===== config.mk =====
export PLATFORM = sky130hd
export DESIGN_NAME = serial_adder
export DESIGN_NICKNAME = d
export VERILOG_FILES = /design/src/rtl/serial_adder.sv
export SDC_FILE = /design/constraint.sdc
export NUM_CORES = 1
export LEC_CHECK = 0
export BUFFER_PORTS_ARGS = -buffer_cell sky130_fd_sc_hd__buf_2
export CORE_ASPECT_RATIO = 1.1
export CORE_MARGIN = 3
export CORE_UTILIZATION = 40
export DETAILED_ROUTE_END_ITERATION = 8
export PLACE_DENSITY_LB_ADDON = 0.08
export SLEW_MARGIN = 0
export SYNTH_ARGS = -nofsm -noshare
export SYNTH_HDL_FRONTEND = slang
export SYNTH_SLANG_ARGS = --single-unit
export TNS_END_PERCENT = 100

===== constraint.sdc =====
create_clock -name clk -period 1.7 [get_ports clk]
set_clock_uncertainty 0.2 [all_clocks]
set_input_delay 0.34 -clock clk [delete_from_list [all_inputs] [get_ports clk]]
set_output_delay 0.34 -clock clk [all_outputs]
set_load 0.01 [all_outputs]

===== src/rtl/serial_adder.sv =====
// Bit-serial WIDTH-bit adder: one full-adder cell plus a carry register, one sum bit per clock.
// Define SERIAL_ADDER_SUB_EN to add a `sub` input that selects a - b (two's complement).
module serial_adder #(
  parameter int WIDTH = 8
) (
  input  logic             clk,
  input  logic             rst,
  input  logic             start,
`ifdef SERIAL_ADDER_SUB_EN
  input  logic             sub,
`endif
  input  logic [WIDTH-1:0] a,
  input  logic [WIDTH-1:0] b,
  input  logic             cin,
  output logic             busy,
  output logic             done,
  output logic [WIDTH-1:0] y,
  output logic             cout,
  output logic [1:0]       dbg_state
);

  localparam int CW = $clog2(WIDTH);
  localparam logic [CW-1:0] LAST = CW'(WIDTH - 1);

  typedef enum logic [1:0] {
    IDLE = 2'd0,
    RUN  = 2'd1,
    DONE = 2'd2
  } state_t;

  state_t           state_q, state_d;
  logic [WIDTH-1:0] a_sr_q, a_sr_d;
  logic [WIDTH-1:0] b_sr_q, b_sr_d;
  logic [WIDTH-2:0] sum_sr_q, sum_sr_d;
  logic             carry_q, carry_d;
  logic [CW-1:0]    count_q, count_d;
  logic [WIDTH-1:0] y_q, y_d;
  logic             cout_q, cout_d;

  logic             accept;
  logic             fa_s;
  logic             fa_c;
  logic [WIDTH-1:0] sum_shift;
  logic [WIDTH-1:0] b_load;
  logic             carry_load;

  // Handshake: start is taken on any rising edge where busy is low (IDLE or the
  // done cycle); while busy is high start is ignored. done pulses for one cycle
  // when y/cout hold a new result, and y/cout stay stable until the next done.
  assign accept = start && (state_q != RUN);

  assign fa_s = a_sr_q[0] ^ b_sr_q[0] ^ carry_q;
  assign fa_c = (a_sr_q[0] & b_sr_q[0]) | (a_sr_q[0] & carry_q) | (b_sr_q[0] & carry_q);

  // Current bit enters at the MSB; on the last bit this is the complete sum.
  assign sum_shift = {fa_s, sum_sr_q};

`ifdef SERIAL_ADDER_SUB_EN
  assign b_load     = sub ? ~b : b;
  assign carry_load = sub ? 1'b1 : cin;
`else
  assign b_load     = b;
  assign carry_load = cin;
`endif

  always_comb begin
    state_d  = state_q;
    a_sr_d   = a_sr_q;
    b_sr_d   = b_sr_q;
    sum_sr_d = sum_sr_q;
    carry_d  = carry_q;
    count_d  = count_q;
    y_d      = y_q;
    cout_d   = cout_q;

    case (state_q)
      IDLE: begin
        if (accept) state_d = RUN;
      end
      RUN: begin
        a_sr_d   = a_sr_q >> 1;
        b_sr_d   = b_sr_q >> 1;
        sum_sr_d = sum_shift[WIDTH-1:1];
        carry_d  = fa_c;
        count_d  = count_q + 1'b1;
        if (count_q == LAST) begin
          state_d = DONE;
          y_d     = sum_shift;
          cout_d  = fa_c;
        end
      end
      DONE: begin
        state_d = accept ? RUN : IDLE;
      end
      default: state_d = IDLE;
    endcase

    if (accept) begin
      a_sr_d  = a;
      b_sr_d  = b_load;
      carry_d = carry_load;
      count_d = '0;
    end
  end

  always_ff @(posedge clk or posedge rst) begin
    if (rst) begin
      state_q  <= IDLE;
      a_sr_q   <= '0;
      b_sr_q   <= '0;
      sum_sr_q <= '0;
      carry_q  <= 1'b0;
      count_q  <= '0;
      y_q      <= '0;
      cout_q   <= 1'b0;
    end else begin
      state_q  <= state_d;
      a_sr_q   <= a_sr_d;
      b_sr_q   <= b_sr_d;
      sum_sr_q <= sum_sr_d;
      carry_q  <= carry_d;
      count_q  <= count_d;
      y_q      <= y_d;
      cout_q   <= cout_d;
    end
  end

  assign busy      = (state_q == RUN);
  assign done      = (state_q == DONE);
  assign y         = y_q;
  assign cout      = cout_q;
  assign dbg_state = state_q;

endmodule


[Word level (Yosys, flattened, before mapping)]
Cells that the tools add are included.
Cells by class
  bitwise operators: 7
  equality and inequality tests: 6
  reduce and logical (&&, ||, !) cells: 5
  multiplexer cells: 12
  add/sub/neg operators: 1
Operators by type and width (count)
  $mux 8: 4
  $mux 3: 2
  $pmux 2 s3: 1
  $mux 2: 2
  $ne 2x1->1 const B: 2
  $reduce_and 2->1: 2
  $add 3x1->3 const B: 1
  $and 1x1->1: 3
  $eq 3x3->1 const B: 1
  $mux 1: 3
  $eq 2x1->1 const B: 1
  $eq 2x2->1 const B: 1
  $logic_not 2->1: 1
  $ne 2x2->1 const B: 1
  $or 1x1->1: 2
  $reduce_bool 2->1: 1
  $xor 1x1->1: 2
  $logic_and 1x1->1: 1
Storage, ports and cells
  register bits after elaboration: 38
  word-level logic and storage cells: 39
  output and inout port bits: 13
  bits of input ports: 20

[Depth between registers and ports, before layout]
  depth after elaboration: 5
  depth in mapped cells: 5
  gate-level depth less buffers: 4

[Worst setup path after synthesis]
No wires, ideal clock.
  path type: reg2reg
  start point: register count_q[0]
  end point: register cout_q, in the netlist cout
  cell stages (with the launch flop): 6
  data required time: 1.375 ns
  arrival: 1.354 ns
  library setup time: 0.125 ns
  period minus slack after synthesis: 1.678 ns
  path buffers: 1
  path slack: 0.022 ns
  path through: dfrtp_1 ha_1 ha_1 nand3b_1 buf_2 mux2_2
Between the ends
  word-level cells in the longest chain between the ends: 2
Ends and longest elaborated chain
  start: declaration: RTL line 36  | logic [CW-1:0] count_q, count_d;
  start signal: assignment: RTL line 122  | count_q <= count_d;
  $eq 3x3->1: RTL line 86  | if (count_q == LAST) begin
  $reduce_and 2->1 (no line)
  end signal: assignment: RTL line 124  | cout_q <= cout_d;
  end: declaration: RTL line 38  | logic cout_q, cout_d;
No other way between the ends.
A chain may end at the register's enable or synchronous reset.

[Worst setup path after layout]
  start point: register count_q[1]
  end point: register y_q[3], in the netlist y[3]
Between the ends
  word-level cells in the longest chain between the ends: 2
Ends and longest elaborated chain
  $eq 3x3->1: RTL line 86
  $reduce_and 2->1 (no line)
  end signal: assignment: RTL line 123  | y_q <= y_d;
  end: declaration: RTL line 37  | logic [WIDTH-1:0] y_q, y_d;
No other way between the ends.

==> flow_summary.ini <==
[floorplan]
core_area_mm2 = 0.00411
die_h_um = 76.0
die_area_mm2 = 0.00530
die_w_um = 69.7
core.rowCount = 24
initial_core_util = 0.434
io_pins = 33

[clock_tree]
cts_tree = done
cts_inserted_buffers = 5
clock_latency_ps = 290
clockRootBuffer = clkbuf_8
h-tree-depth = 2
cts.clk_slew.worst_paths_ps = 70
clockBufferDepth = 2
cts_num_sinks = 38

[sta]
final.min_clock_period_ps = 1730
finalWorstSetupSlack_ps = -28.9
hold_viol = 0
worst_slew_pin_slew_ps = 474
setup_violations = 4
relSlewSlack = 0.684
rsz0062_at_grt = yes
holdWs_ps = 101
min_period_over_period = 1.02
max_freq_mhz = 578
drv_slew = 0

[placed_design]
dpl_cell_area_mm2 = 0.00202
numPortBuffers = 32
place_ws_ps = -7.50
dp_hpwl_mm = 2.04
gp_congestion = 0.675

[cells_and_area]
num-nets-final = 178
syn2layout_area_growth_pct = 25.2
drive_gt1_frac = 0.647
postLayoutCellArea_mm2 = 0.00223
n_antenna_cell = 0

[critical_path]
worstPathRequired_ps = 1680
startpoint_type = flop
path_max_fanout = 5
critPathMaxStageDelay_ps = 390
path_class = flop to flop
worstSetupEndpointType = flop
cp_slowest_cell = dfrtp_1
cp_data_arrival_time_ps = 1710
path_cells = ha_2, ha_4, nand3b_1, clkbuf_16, mux2_4

[grt]
gr-max-usage-layer = met2
grt_max_degree = 39
track_usage = 0.128
grtUsageMet2 = 0.195
grt_util_met1 = 0.161
antenna_found_initial = 0
grt_pass1_vias = 1082
use_met3 = 0.0462
grt_overflow_total = 0
grt_pass1_wl_mm = 5.28

[logic_synthesis]
synthTopCellsByArea = dfrtp_1 53%, mux2_4 22%, mux2_2 13%
synth_cell_types = 17
synth_edf_count = 0
ys_ff_latch = 38
ys_async_sr_fraction = 1.00
ys_warn_count = 0
synth_top_area_frac = 0.533
seq_area_frac_synth = 0.533
syn_avg_cell_area_um2 = 16.2
syn_inst = 110
ys_top_cells_by_count = 38 x dfrtp_1, 26 x mux2_4, 21 x mux2_2, 4 x buf_6
syn_nets = 133
post-synth-top-count-cell = dfrtp_1
yosysTopAreaCell = dfrtp_1
syn-cell-area_mm2 = 0.00178
synth_flop_cell = dfrtp_1

[outcome]
outcome = complete, but fails checks
violations = negative setup slack

[route]
via_count = 1016
routed_via_density = 4.88
dr.first_iter.drc_count = 40
remaining_drc_errors = 0
wirelength_mm = 3.24
wl_per_cell_um = 15.6
dr.pass1.iters = 4
ant_nets = 0

[pwr]
p_total_w = 0.00393
irDropWorstVdd_mv = 0.750
powerDensity_mw_per_mm2 = 1760
p_leak_nw = 1.15

[run]
maxCapViolCount = 0

[worst_hold_path]
hp-class = input pin to flop
path summary, 6_finish.rpt:
path | depth (start not counted) | to | slack, ps | startpoint
worst max-delay path | 5 | y[3]$_DFFE_PP0P_ | -30 | count_q[1]$_DFFE_PP0P_
worst min-delay path | 3 | b_sr_q[7]$_DFFE_PP0P_ | 100 | b[7]
worst max register to register | 5 | y[3]$_DFFE_PP0P_ | -30 | count_q[1]$_DFFE_PP0P_
worst min register to register | 1 | b_sr_q[5]$_DFFE_PP0P_ | 300 | b_sr_q[6]$_DFFE_PP0P_
max in group asynchronous | 4 | y[5]$_DFFE_PP0P_ | 470 | rst
min in group asynchronous | 4 | b_sr_q[7]$_DFFE_PP0P_ | 500 | rst
what timing repair did:
item | in CTS | in global routing
pin swaps | 0 | 1
hold buffers | 1 | 0
setup endpoints to repair | 8 | 10
buffers inserted | 2 | 2
endpoints found under the hold margin | 38 | 0
cloned | 0 | 1
resized for setup | 1 | 12
state kept, by name, summed over array words and instances (netlist names):
name and cells:
a_sr_q 8, b_sr_q 8, carry_q 1, count_q 3, cout 1, dbg_state 2, sum_sr_q 7, y 8
worst max-delay path, delay by kind of cell (launching register included):
kind	cells	cell delay [ps]
adder cells (fa/ha/maj)	2	360
buffers and inverters	1	200
flip-flops	1	390
multiplexers	1	290
AND/OR/NAND/NOR	1	190
routing by layer:
layer	up-vias	share of wire	wire length, µm
met2	30	0.46	1490
met1	511	0.45	1470
met3	6	0.066	214
li1	469	-	-
met5	-	0	0
met4	0	0.020	66
cell type report:
cell class	count	area (µm²)
clock buffers	6	82.6
multi-input cells	63	817
repair buffers	43	288
clock inverters	2	12.5
well taps	52	65.1
inverters	4	17.5
fillers	351	1880
flip-flops and latches	38	951
power breakdown:
| group | switching [W] | total, W | internal, W | leakage (nW) |
|---|---|---|---|---|
| Clock | 0.000318 | 0.000644 | 0.000326 | 0.0472 |
| Combinational | 0.000604 | 0.00170 | 0.00110 | 0.633 |
| Sequential | 0.000257 | 0.00158 | 0.00133 | 0.472 |
| Total | 0.00118 | 0.00393 | 0.00275 | 1.15 |
metrics by stage:
step,util,instances,setup TNS [ps]
floorplan,-,110,0
global placement,0.491,194,0
detailed placement,0.491,194,-13.0
CTS,0.521,205,0
global route,0.543,208,-440
finish,0.543,208,-99.7
cells by family after synthesis:
group	count (synthesis)	share of synthesized area
flops	38	0.533
mux	51	0.374
simple gates	8	0.0274
compound gates	1	0.00351
fa+ha+maj	3	0.0252
buf+inv	9	0.0365
cell usage in the layout (no fill, tap or decap), drive strengths merged, types with 2 or more instances in the layout:
cell type  netlist  routed
nor2             2       2
inv              4       4
mux2i            3       3
nor2b            3       3
clkbuf           0       7
ha               2       2
mux2            48      48
nand2b           2       2
dfrtp           38      38
buf              5      41
Note: power is estimated with default switching activity, not from simulation.
